## config.mk

```make
export PLATFORM = sky130hd
export DESIGN_NAME = irq_gateway
export DESIGN_NICKNAME = d
export VERILOG_FILES = /design/src/rtl/irq_gateway.sv
export SDC_FILE = /design/constraint.sdc
export NUM_CORES = 1
export LEC_CHECK = 0
export CAP_MARGIN = 0
export CORE_UTILIZATION = 50
export CTS_CLUSTER_DIAMETER = 100
export DETAILED_ROUTE_END_ITERATION = 10
export PLACE_DENSITY_LB_ADDON = 0.12
export SKIP_LAST_GASP = 1
export SYNTH_ARGS = -nofsm -noshare
export SYNTH_HDL_FRONTEND = slang
export SYNTH_SLANG_ARGS = --single-unit
```

## constraint.sdc

```tcl
create_clock -name clk_i -period 1.85 [get_ports clk_i]
set_input_delay 0.2775 -clock clk_i [delete_from_list [all_inputs] [get_ports clk_i]]
set_output_delay 0.2775 -clock clk_i [all_outputs]
set_load 0.03 [all_outputs]
```

## src/rtl/irq_gateway.sv

```systemverilog
// irq_gateway: synchronises raw interrupt sources, qualifies them as edge or level,
// queues edge events per line and holds a clean request until the controller completes it.
module irq_gateway #(
  parameter int N_IRQ  = 16,
  parameter int QDEPTH = 3
) (
  input  logic             clk_i,
  input  logic             rst_ni,
  input  logic [N_IRQ-1:0] src_i,
  input  logic [N_IRQ-1:0] mode_i,
  input  logic [N_IRQ-1:0] irq_ret_i,
  input  logic [N_IRQ-1:0] lost_clr_i,
  output logic [N_IRQ-1:0] irq_req_o,
  output logic [N_IRQ-1:0] pending_o,
  output logic [N_IRQ-1:0] lost_o
);
  localparam int            CW     = $clog2(QDEPTH + 1);
  localparam logic [CW-1:0] C_QMAX = CW'(QDEPTH);
  localparam logic [CW-1:0] C_ONE  = CW'(1);
  localparam logic [CW-1:0] C_ZERO = CW'(0);

  typedef enum logic [1:0] {
    ST_IDLE = 2'd0,
    ST_PEND = 2'd1,
    ST_HOLD = 2'd2
  } state_t;

  logic [N_IRQ-1:0] r_sync1;
  logic [N_IRQ-1:0] r_sync2;
  logic [N_IRQ-1:0] r_sd;
  logic [N_IRQ-1:0] r_mode_q;
  logic [N_IRQ-1:0] w_rise;

  // Two-flop synchroniser, one-cycle delay for edge detection, and mode register.
  always_ff @(posedge clk_i) begin
    if (!rst_ni) begin
      r_sync1  <= {N_IRQ{1'b0}};
      r_sync2  <= {N_IRQ{1'b0}};
      r_sd     <= {N_IRQ{1'b0}};
      r_mode_q <= {N_IRQ{1'b0}};
    end else begin
      r_sync1  <= src_i;
      r_sync2  <= r_sync1;
      r_sd     <= r_sync2;
      r_mode_q <= mode_i;
    end
  end

  assign w_rise = r_sync2 & ~r_sd;

  for (genvar k = 0; k < N_IRQ; k++) begin : g_line
    state_t        r_state;
    state_t        w_state_nx;
    logic [CW-1:0] r_cnt;
    logic [CW-1:0] w_cnt_nx;
    logic          r_lost;
    logic          w_lost_nx;
    logic          r_req;
    logic          r_pend;
    logic          w_edge;
    logic          w_ret;
    logic          w_flip;
    logic          w_inc;
    logic          w_dec;
    logic          w_ovf;

    assign w_edge = r_mode_q[k];
    // Completion only counts while the request is actually being presented.
    assign w_ret  = irq_ret_i[k] & (r_state == ST_PEND);
    assign w_flip = mode_i[k] ^ r_mode_q[k];
    assign w_inc  = w_edge & w_rise[k] & ~w_ret;
    assign w_dec  = w_edge & w_ret & ~w_rise[k];
    assign w_ovf  = w_inc & (r_cnt == C_QMAX);

    // Queue counter, lost flag and per-line next state.
    always_comb begin
      w_state_nx = r_state;
      w_cnt_nx   = r_cnt;
      w_lost_nx  = r_lost;
      if (w_ovf) begin
        w_lost_nx = 1'b1;
      end else if (lost_clr_i[k]) begin
        w_lost_nx = 1'b0;
      end else begin
        w_lost_nx = r_lost;
      end
      if (w_flip) begin
        w_state_nx = ST_IDLE;
        w_cnt_nx   = C_ZERO;
      end else begin
        if (!w_edge) begin
          w_cnt_nx = C_ZERO;
        end else if (w_inc && !w_ovf) begin
          w_cnt_nx = r_cnt + C_ONE;
        end else if (w_dec && (r_cnt != C_ZERO)) begin
          w_cnt_nx = r_cnt - C_ONE;
        end else begin
          w_cnt_nx = r_cnt;
        end
        case (r_state)
          ST_IDLE: begin
            if (w_edge ? w_rise[k] : r_sync2[k]) w_state_nx = ST_PEND;
            else                                 w_state_nx = ST_IDLE;
          end
          ST_PEND: begin
            if (irq_ret_i[k]) w_state_nx = ST_HOLD;
            else              w_state_nx = ST_PEND;
          end
          // Re-arm on the updated count so an edge landing in the gap is not stranded.
          ST_HOLD: begin
            if (w_edge ? (w_cnt_nx != C_ZERO) : r_sync2[k]) w_state_nx = ST_PEND;
            else                                            w_state_nx = ST_IDLE;
          end
          default: w_state_nx = ST_IDLE;
        endcase
      end
    end

    // Line state, counter and registered outputs.
    always_ff @(posedge clk_i) begin
      if (!rst_ni) begin
        r_state <= ST_IDLE;
        r_cnt   <= C_ZERO;
        r_lost  <= 1'b0;
        r_req   <= 1'b0;
        r_pend  <= 1'b0;
      end else begin
        r_state <= w_state_nx;
        r_cnt   <= w_cnt_nx;
        r_lost  <= w_lost_nx;
        r_req   <= (w_state_nx == ST_PEND);
        r_pend  <= (w_state_nx != ST_IDLE);
      end
    end

    assign irq_req_o[k] = r_req;
    assign pending_o[k] = r_pend;
    assign lost_o[k]    = r_lost;
  end

endmodule

```

Word level (Yosys, flattened, before mapping). Cells that the tools add are included.

Add/subtract/negate cells: 32. Equality and inequality tests: 64. Mux-type cells: 208. Bitwise logic cells: 147. Reductions and logical operators: 144.

Operator list (count): $mux 2 (96); $reduce_bool 2->1 (64); $and 1x1->1 (96); $mux 1 (96); $pmux 2 s3 (16); $eq 2x1->1 const B (32); $eq 2x2->1 const B (32); $not 1->1 (33); $add 2x1->2 const B (16); $logic_and 1x1->1 (32); $logic_not 2->1 (16); $reduce_or 2->1 (16); $sub 2x1->2 const B (16); $and 16x16->16 (1); $logic_not 1->1 (16); $not 16->16 (1); $xor 1x1->1 (16).

Register bits after elaboration: 176. Bits of input ports: 66. Output and inout port bits: 48. Logic and storage cells: 679.

Depth between registers and ports, before layout.
Depth after elaboration: 16. Depth in mapped cells: 7. Depth with buffers taken out: 7.

Least setup slack after synthesis. No wires, ideal clock.

Path type: reg2reg. Start: reg g_line[10].r_cnt[0]. End: reg g_line[10].r_req. Setup time: 0.080 ns. Arrival: 1.723 ns. Required time: 1.770 ns. Setup slack: 0.048 ns. Cell stages (with the launch flop): 8. Cells stage by stage: dfxtp_1 inv_1 ha_1 nand4bb_1 or4_1 a31oi_1 nor3_1 nor3b_1.

Longest elaborated chain between the ends: 13.

RTL lines: from (decl) (line 54) `logic [CW-1:0] r_cnt;`; from (signal assigned) (line 129) `r_cnt <= w_cnt_nx;`; $eq 2x2->1 (line 73) `assign w_ovf = w_inc & (r_cnt == C_QMAX);`; $and 1x1->1 (line 73); $logic_not 1->1 (line 93) `end else if (w_inc && !w_ovf) begin`; $logic_and 1x1->1 (line 93); $mux 2 (*) (line 93); $mux 2 (*) (line 91) `if (!w_edge) begin`; $mux 2 (*) (line 87) `if (w_flip) begin`; $reduce_bool 2->1 (*) (line 111) `if (w_edge ? (w_cnt_nx != C_ZERO) : r_sync2[k]) w_state_nx = ST_PEND;`; $mux 1 (*) (2 in a row) (line 111); $pmux 2 s3 (*) (line 100) `case (r_state)`; $mux 2 (*) (line 87); $eq 2x1->1 (*) (line 131) `r_req <= (w_state_nx == ST_PEND);`; to (signal assigned) (line 131); to (decl) (line 58) `logic r_req;`.

Mark *: on every way between the ends. The rest lies on a longest branch, timed or not. The select of a mux whose other input is x is not followed. A chain may end at the register's enable or synchronous reset.

Worst setup path after layout.
Start: reg g_line[10].r_cnt[1]. End: reg g_line[10].r_pend.

Longest elaborated chain between the ends: 13.

RTL lines: $eq 2x2->1 (line 73); $and 1x1->1 (line 73); $logic_not 1->1 (line 93); $logic_and 1x1->1 (line 93); $mux 2 (*) (line 93); $mux 2 (*) (line 91); $mux 2 (*) (line 87); $reduce_bool 2->1 (*) (line 111); $mux 1 (*) (2 in a row) (line 111); $pmux 2 s3 (*) (line 100); $mux 2 (*) (line 87); $reduce_bool 2->1 (*) (line 132) `r_pend <= (w_state_nx != ST_IDLE);`; to (signal assigned) (line 132); to (decl) (line 59) `logic r_pend;`.

Marked as above.

==> results.yml <==
drt:
  drt-total-wl_um: 16400
  drc: 0
  num_vias: 6712
  drtPass1Iterations: 4
  wl_per_cell_um: 12.68
  viasPerCell: 5.187
  drt_iter0_drc: 250
  drtAntennaViolNets: 0
final_layout:
  seqCellArea_um2: 3542
  fin_nets: 1159
  final_cell_area_um2: 11010
  drive_gt1_frac: 0.2020
  layout_common_cells: "161 x dfxtp_1, 112 x clkdlybuf4s50_1, 87 x buf_4, 68 x and2_1, 60 x nand2_1"
  fill_cells: 1361
  fin_cells: 1294
  syn_to_final_growth_pct: 30.87
  layout_commonest_cell: "dfxtp_1"
  num_antenna_cells: 0
  multi_input_area_um2: 4572
setup_path:
  required_ns: 2.20
  crit_path_end_kind: "register"
  setup.worst_path.start: "g_line[10].r_cnt[1]"
  ff2ff_path_depth: 7
  rrSetupSlack_ns: -0.002
  cp.arrival_ns: 2.20
  start_kind: "register"
  worstSetupPathType: "register to register"
  r2r-start: "g_line[10].r_cnt[1]"
  endpoint: "g_line[10].r_pend"
  timing.rr.end: "g_line[10].r_pend"
  cp_max_fo: 3
clocking:
  cts_max_level: 4
  cts_num_sinks: 176
  hold_buffers: 0
  cts_buffers: 17
  cts_tree: "done"
  cts.path.max_buffers: 2
  clockRootBuffer: "clkbuf_16"
  clk_pin_slew_ns: 0.06
  clk_latency_ns: 0.42
placement:
  hpwl_um: 11460
  port_buffers: 113
  dp.cells: 1255
  place_ws_ns: -0.2595
  placed_area_um2: 10000
  gp_congestion: 0.8374
outcome:
  status: "finished, violations left"
  violations: "negative setup slack"
global_route:
  grt-ovfl-total: 0
  grt_pass1_wl_um: 27070
  antenna_found_initial: 0
  first_global_vias: 6245
  grt_use_total: 0.1882
  grt_max_degree: 64
hold_path:
  hold_depth: 3
  worstHoldPathType: "input port to register"
floorplanning:
  die_w_um: 131.7
  initial_core_util: 0.5091
  rows: 47
  core-area_um2: 16520
  ios: 114
  die_area_um2: 17350
  dieHeight_um: 131.7
power_and_ir_drop:
  p_leak_nw: 4.269
  report.power.total_mw: 8.478
  p_int_mw: 6.629
  vdd_drop_max_mv: 0.6578
  p_clk_frac: 0.449
  powerDensity_nw_per_um2: 770.0
  combPwrFrac: 0.085
  power.switching_mw: 1.849
  p_sw_frac: 0.2181
  p_seq_frac: 0.466
synth:
  async_flop_share: 0
  yosys_warnings: 0
  yosysUniqueCellTypes: 61
  netlist_instances: 912
  avgSynthCellArea_um2: 9.225
  synthFlopType: "dfxtp_1"
  synth_fp_nets: 1010
  ys_seq_area_frac: 0.4188
  synthesis.area_um2: 8413
  synth_edf_count: 0
  synth_seq_cells: 176
sta:
  finalSetupViolCount: 1
  max_freq_ghz: 0.5401
  fin_crit_sh: 1.001
  rsz0062_at_grt: "yes"
  drv_slew: 0
  fin_skew_ns: 0.008800
  fin_crit_ns: 1.852
  relSlewSlack: 0.6846
  worst_pin_slew_ns: 0.4721
  fin_setup_tns_ns: -0.001659
  setup_slack_ns: -0.001659
  hold_violations: 0
flow_run:
  max-cap-violations: 0
==> timing repair <==
action / in CTS / in global routing
pin swaps: 3 / 32
resized for setup: 9 / 61
buffers inserted: 1 / 7
setup endpoints to repair: 11 / 34
==> how the worst min path moves through the flow <==
| stage | slack, ns | start | to |
|---|---|---|---|
| floorplan | 0.40 | mode_i[14] | r_mode_q[14] |
| global placement | 0.41 | r_sync1[15] | r_sync2[15] |
| detailed placement | 0.42 | r_sync1[1] | r_sync2[1] |
| CTS | 0.31 | rst_ni | g_line[13].r_lost |
| global route | 0.33 | rst_ni | g_line[0].r_lost |
| finish | 0.34 | rst_ni | r_sync2[15] |
==> area by class of cell <==
type,instances,area share
clock buffers,25,0.04682
clock inverters,7,0.01102
inverters,44,0.01500
repair buffers,202,0.1652
well taps,220,0.02500
multi-input cells,620,0.4152
flip-flops and latches,176,0.3217
==> per-layer routing <==
metal	wire length [µm]	global-route usage
met5	0	0
met4	246	0.07817
met3	592	0.04552
met2	7868	0.3154
met1	7695	0.2308
==> logic make-up after synthesis <==
kind of cell,synth area share
buf+inv,0.07347
flops,0.4188
xor+xnor,0.01874
compound gates,0.1585
simple gates,0.2643
mux,0.01859
fa+ha+maj,0.04759
==> per-stage QoR <==
| step | hold WS, ns | util |
|---|---|---|
| 6_report | 0.3381 | 0.6663 |
| 5_1_grt | 0.3321 | 0.6663 |
| 4_1_cts | 0.3107 | 0.6464 |
| 3_5_place_dp | 0.4185 | 0.6053 |
| 3_3_place_gp | 0.4141 | 0.6053 |
| 2_1_floorplan | 0.3992 | - |
==> power by group through the flow <==
stage,clock [mW],combinational [mW],sequential [mW]
after floorplan,0,0.414,4.00
after global placement,0,0.677,4.03
after detailed placement,0,0.682,4.03
after CTS,3.92,0.692,3.95
after global routing,4.06,0.786,3.96
final,3.81,0.720,3.95
==> cell usage after synthesis (10+ instances only) <==
library cell,number,area share
nor3_1,32,0.019
buf_4,48,0.043
nand2_1,60,0.027
o31ai_1,13,0.012
nand3b_1,15,0.013
nor2b_1,23,0.017
a22oi_1,12,0.011
or3_1,12,0.0089
nand4_1,14,0.010
nand2b_1,37,0.028
o21a_1,11,0.0098
ha_1,32,0.048
o21ai_0,15,0.0089
inv_1,44,0.020
a21boi_0,13,0.012
a21o_1,11,0.0098
a211oi_1,10,0.0089
a21oi_1,34,0.020
dfxtp_1,176,0.42
and3b_1,10,0.010
clkbuf_1,22,0.0098
and2_1,68,0.051
mux2i_1,10,0.012
nor2_1,43,0.019
xnor2_1,18,0.019
==> worst max-delay path, stage by stage (launching register included) <==
cell and delay (ns):
dfxtp_2 0.33, inv_2 0.04, ha_4 0.14, nand4bb_4 0.19
or4_4 0.54, a31oi_4 0.25, o31ai_2 0.08, a21oi_1 0.19
==> state kept, by name, indices dropped and copies added (netlist names) <==
register / flops
r_sync2: 16
r_sync1: 16
g_line.r_lost: 16
g_line.r_state: 32
g_line.r_cnt: 32
r_mode_q: 16
g_line.r_pend: 16
r_sd: 16
g_line.r_req: 16
Note: power is estimated with default switching activity, not from simulation.
==> RTL change 1, RTL diff (same flow settings) <==
Reset style: asynchronous (`rst_ni`), changed in 2 clocked blocks.
--- a/src/rtl/irq_gateway.sv
+++ b/src/rtl/irq_gateway.sv
@@ -32,7 +32,7 @@
   logic [N_IRQ-1:0] w_rise;
 
   // Two-flop synchroniser, one-cycle delay for edge detection, and mode register.
-  always_ff @(posedge clk_i) begin
+  always_ff @(posedge clk_i or negedge rst_ni) begin
     if (!rst_ni) begin
       r_sync1  <= {N_IRQ{1'b0}};
       r_sync2  <= {N_IRQ{1'b0}};
@@ -117,7 +117,7 @@
     end
 
     // Line state, counter and registered outputs.
-    always_ff @(posedge clk_i) begin
+    always_ff @(posedge clk_i or negedge rst_ni) begin
       if (!rst_ni) begin
         r_state <= ST_IDLE;
         r_cnt   <= C_ZERO;
Function: differs if rst_ni is asserted again (counterexample within 4 cycles, from zero or initial values and one cycle with rst_ni low); with rst_ni held inactive, the same outputs for 4 cycles.
==> RTL change 1 against the unedited design <==
  * The flow still finishes with violations (setup timing)
  * Sequential cell count unchanged
  * Non-clock buffer count up 70
  * Setup slack lost 0.19 ns
  * Die area rose by 1.1%
  * Critical path depth is the same
  * Design area up 6.9%
  * Area after synthesis grew 1.1%
  * Wire length up 17%
  * Core utilization increased by 4.4 points
  * Largest cell class is now sequential cells
  * Highest routed layer unchanged
Power is not compared: it rests on default switching activity, and its combinational part moved more than twofold at a synthesized area within 25%.
==> RTL change 1: results (changes against the unedited design) <==
Status
  • Status: complete, but fails checks (unchanged)
  • Failing checks: setup timing (unchanged)

Yosys
  • Syn Area/Cell: 10.2 um^2 (was 9.22 um^2)
  • Ys async rst share: 100% (was 0%)
  • Post-synth top cells: 176 x dfrtp_1, 80 x inv_1, 66 x nor2_1 (was 176 x dfxtp_1, 68 x and2_1, 60 x nand2_1)
  • Synth cell types: 60 (was 61)

Layout
  • Final #Nets: 1158 (was 1159)
  • Fraction of layout cells with a size suffix above 1: 28.3% (was 20.2%)

Worst setup path
  • R2R Path End: g_line[5].r_pend (was g_line[10].r_pend)
  • Worst EP arrival: 2.35 ns (was 2.20 ns)

Drt
  • DRT Wirelength: 19.2 mm (was 16.4 mm)
  • Via count: 6809 (was 6712)
  • Routed length on met3: 616 um (was 592 um)
  • M1 WL: 8.29 mm (was 7.70 mm)
  • Met2 Wirelength: 9.96 mm (was 7.87 mm)

Timing
  • Clk_skew: 0.00805 ns (was 0.00880 ns)
  • Final WS setup: -0.195 ns (was -0.00166 ns)
  • Hold WS: 0.289 ns (was 0.338 ns)
  • Slew @ Worst Pin: 0.447 ns (was 0.472 ns)
  • Final setup violation count: 14 (was 1)
  • Sum of negative setup slack: -1.33 ns (was -0.00166 ns)

Placed design
  • Placed cell area: 0.0106 mm^2 (was 0.0100 mm^2)
  • GPL Wtd Cong: 0.924 (was 0.837)

Hold path
  • Origin of the worst min-delay path: src_i[8] (was rst_ni)
  • Worst Hold Path Cells: 1 (was 3)
  • Min-Delay Endpoint: r_sync1[8] (was r_sync2[15])

GRT
  • Vias in the first global route: 6986 (was 6245)
  • Overall routing resource usage: 21.8% (was 18.8%)
  • First-pass GRT wire length: 31.1 mm (was 27.1 mm)
RTL change 1: cell count changes in the layout (fill, tap and decap cells not counted), sizes merged, moves of 13 or more:
| cell | change |
|---|---|
| a21boi | -13 |
| a21o | -14 |
| and2 | -64 |
| buf | +69 |
| dfrtp | +176 |
| dfxtp | -176 |
| inv | +35 |
| nand2b | -30 |
| nor2 | +23 |
| o21ai | +27 |
| xor2 | +14 |
RTL change 1: layout make-up:
class                   count  area, um^2  share of cell area, %
well taps                 220         275                   2.34
repair buffers            272        2370                   20.2
flip-flops and latches    176        4410                   37.4
clock buffers              23         448                   3.80
multi-input cells         513        3910                   33.2
inverters                  80         300                   2.55
clock inverters             9        63.8                  0.542
RTL change 1: logic make-up (layout without fill, tap and decap cells):
kind of cell	count (synthesis)	count (layout)	synth area share, %
AOI/OAI and AO/OA	161	161	12.3
muxes	16	16	1.97
and+or+nand+nor	277	277	18.0
xor gates and xnor gates	27	27	2.78
adders and majority gates	32	32	4.71
buffers and inverters	142	384	8.41
DFF	176	176	51.8
RTL change 1: worst max path at each step:
stage | start | endpoint | slack [ns] | depth (start not counted)
after global routing | g_line[5].r_cnt[1] | g_line[5].r_pend | -0.24 | 7
after detailed placement | irq_ret_i[5] | g_line[5].r_pend | -0.58 | 7
after CTS | g_line[5].r_cnt[1] | g_line[5].r_pend | -0.18 | 7
final | g_line[5].r_cnt[1] | g_line[5].r_pend | -0.20 | 7
after global placement | irq_ret_i[5] | g_line[5].r_pend | -0.53 | 7
after floorplan | g_line[5].r_cnt[1] | g_line[5].r_pend | -0.14 | 7
RTL change 1: worst max-delay path, stage by stage (launching register included):
cell and delay (ns):
dfrtp_1 0.38, inv_2 0.06, ha_4 0.15, or3_4 0.36
a22o_1 0.19, a221o_1 0.33, o31a_1 0.26, or2_1 0.20
RTL change 1: per-stage QoR:
stage | worst slack [ns] | util, %
after floorplan | -0.144 | -
after detailed placement | -0.580 | 63.7
after global placement | -0.532 | 63.7
final | -0.195 | 71.0
after CTS | -0.181 | 68.2
after global routing | -0.245 | 71.0
RTL change 1: layer usage:
layer,up-vias,track usage [%]
met1,3334,27.3
met3,31,4.18
li1,3297,-
met2,147,37.5
met4,0,7.98
met5,-,0
RTL change 1: power by group through the flow:
stage	sequential, uW	combinational (uW)	clock [uW]
floorplan	4210	799	0
global placement	4250	1330	0
detailed placement	4260	1370	0
CTS	4190	1410	3260
global route	4210	1650	3430
finish	4190	1520	3170
RTL change 1: what timing repair did:
action                     in CTS  in global routing
gates resized for setup        31                 74
pin swaps                      18                 40
setup endpoints to repair      32                 52
hold buffers                    1                  0
hold endpoints to repair       39                  0
buffers inserted               11                 22
==> RTL change 2, RTL diff (same settings) <==
Made on the original files. Change the parameter `N_IRQ` from 16 to 32.
--- a/src/rtl/irq_gateway.sv
+++ b/src/rtl/irq_gateway.sv
@@ -1,7 +1,7 @@
 // irq_gateway: synchronises raw interrupt sources, qualifies them as edge or level,
 // queues edge events per line and holds a clean request until the controller completes it.
 module irq_gateway #(
-  parameter int N_IRQ  = 16,
+  parameter int N_IRQ  = 32,
   parameter int QDEPTH = 3
 ) (
   input  logic             clk_i,
Interface: changed (7 resized); port bits go from 114 to 226. No check against the original RTL was run, so the function may have changed too.
==> RTL change 2 against the unedited design <==
  * Critical path type unchanged
  * Critical path depth stayed put
  * Die area rose by 99%
  * Sequential cell count rose by 176
  * Non-clock buffer count rose by 199
  * Power rose by 100%
  * Wire length rose by 120%
  * Sequential share of layout area down 0.70 points
  * Setup slack worse by 0.032 ns
  * The run still ends with setup timing left
  * Design area increased by 110%
  * Largest cell class unchanged
  * Critical endpoint is now g_line[27].r_pend
  * Area after synthesis rose by 100%
==> RTL change 2: results (changes against the unedited design) <==
Timing
  • Slew @ Worst Pin: 0.456 ns (was 0.472 ns)
  • Final WS setup: -0.0336 ns (was -0.00166 ns)
  • Final setup violation count: 4 (was 1)
  • Clk_skew: 0.00755 ns (was 0.00880 ns)

Status
  • Status: complete, but fails checks (unchanged)
  • Failing checks: setup timing (unchanged)

Placed design
  • # port buffers: 225 (was 113)
  • Placed cell area: 0.0199 mm^2 (was 0.0100 mm^2)
  • Placed Cells incl. Taps: 2540 (was 1255)
  • GPL Wtd Cong: 0.859 (was 0.837)
  • Dpl hpwl: 25.0 mm (was 11.5 mm)

Drt
  • DR iter-0 viols: 482 (was 250)
  • Via count: 13900 (was 6712)
  • Initial DRT Pass Iterations: 5 (was 4)
  • DRT Wirelength: 36.6 mm (was 16.4 mm)
  • Vias per cell: 5.25 (was 5.19)

Yosys
  • Sequential-to-total area share from yosys stat: 41.6% (was 41.9%)
  • Post-synth top cells: 352 x dfxtp_1, 133 x inv_1, 130 x and2_1 (was 176 x dfxtp_1, 68 x and2_1, 60 x nand2_1)
  • YS warnings: 0 (unchanged)
  • Post-Synthesis Cells: 1873 (was 912)
  • Area contributors post-synth: dfxtp_1 42%, and2_1 4.8%, ha_1 4.7% (was dfxtp_1 42%, and2_1 5.1%, ha_1 4.8%)
  • Synth cell types: 60 (was 61)
  • Post-Syn Nets: 2067 (was 1010)
  • Ys async rst share: 0% (unchanged)

CTS
  • Clock slew at reported path FFs: 0.06 ns (about the same)
  • Num CTS Buffers: 39 (was 17)
  • Clock Path Buffers: 3 (was 2)
  • H-tree Lvls: 2 (was 4)
  • CTS hold repair buffers: 0 (unchanged)
  • Cell at the root of the clock tree: clkbuf_16 (unchanged)
  • Worst-Skew Late Latency: 0.52 ns (was 0.42 ns)

Worst setup path
  • Worst EP arrival: 2.28 ns (was 2.20 ns)
  • Crit-path max FO: 3 (unchanged)

Power and ir drop
  • Maximum vdd drop: 0.756 mV (was 0.658 mV)
  • Leak: 0.00887 uW (was 0.00427 uW)

Hold path
  • Worst min path class: in -> reg (unchanged)

GRT
  • Largest net degree at the start of global routing: 62 (was 64)
  • Overall routing resource usage: 19.7% (was 18.8%)
  • Vias in the first global route: 13000 (was 6245)
  • First-pass GRT wire length: 57.3 mm (was 27.1 mm)
  • Initial antenna violation count: 1 (was 0)

Layout
  • Fraction of layout cells with a size suffix above 1: 23.4% (was 20.2%)
  • Fillers: 2579 (was 1361)
  • Largest registers: g_line.r_cnt x64, g_line.r_state x64 (was g_line.r_cnt x32, g_line.r_state x32)
  • # diodes: 0 (unchanged)
  • Final #Nets: 2360 (was 1159)
==> RTL change 2: area by class of cell <==
type                            instances  area, um^2  area share (%)
Multi-Input combinational cell       1239        9450            41.8
Inverter                              133         502            2.22
Sequential cell                       352        7110            31.5
Tap cell                              448         561            2.48
Clock inverter                          5        78.8           0.349
Clock buffer                           64        1230            5.46
Timing Repair Buffer                  401        3650            16.2
==> RTL change 2: logic make-up (layout without fill, tap and decap cells) <==
logic type      Yosys count  in the layout  share of synthesized area (%)
simple gates            711            711                           25.6
compound gates          400            400                           16.0
xor+xnor                 34             34                           1.76
flops                   352            352                           41.6
buf+inv                 282            603                           8.38
mux                      30             30                           1.88
fa+ha+maj                64             64                           4.73
==> RTL change 2: metrics by stage <==
| stage | setup WS (ns) | setup TNS [ns] | power [uW] |
|---|---|---|---|
| 2_1_floorplan | 0.0459 | 0 | 8800 |
| 5_1_grt | -0.115 | -1.32 | 17800 |
| 4_1_cts | -0.0137 | -0.0300 | 17200 |
| 6_report | -0.0336 | -0.0552 | 17100 |
| 3_5_place_dp | -0.313 | -20.59 | 9370 |
| 3_3_place_gp | -0.256 | -17.42 | 9360 |
==> RTL change 2: worst paths after layout <==
| check | cells past startpoint | slack [ns] | end | from |
|---|---|---|---|---|
| setup / recovery | 7 | -0.03 | g_line[27].r_pend | g_line[27].r_cnt[1] |
| hold / removal | 2 | 0.12 | g_line[8].r_lost | rst_ni |
| setup reg to reg | 7 | -0.03 | g_line[27].r_pend | g_line[27].r_cnt[1] |
| hold reg to reg | 1 | 0.43 | r_sync2[14] | r_sync1[14] |
==> RTL change 2: timing repair <==
item                       CTS  global route
setup endpoints to repair   38           112
pin swaps                   17            82
gates resized for setup     43           231
buffers inserted             2            32
==> RTL change 2: worst max-delay path, cell delays in order (launching register included) <==
cell      delay (ns)
dfxtp_2         0.35
inv_2           0.05
ha_4            0.14
nand2b_4        0.14
or3_4           0.40
and4_4          0.19
nor4_4          0.38
a21oi_1         0.11
==> RTL change 2: routing by layer <==
metal	vias up	share of wire, %	GRT usage [%]
met5	-	0	0
met4	0	2.3	6.10
met3	62	4.8	4.19
met2	266	48	34.9
met1	6478	44	23.7
li1	7056	-	-
==> RTL change 2: where the power goes <==
part / internal (uW) / total, uW / switching, uW
Combinational: 759 / 1420 / 665
Sequential: 7760 / 7900 / 143
Clock: 4810 / 7780 / 2970
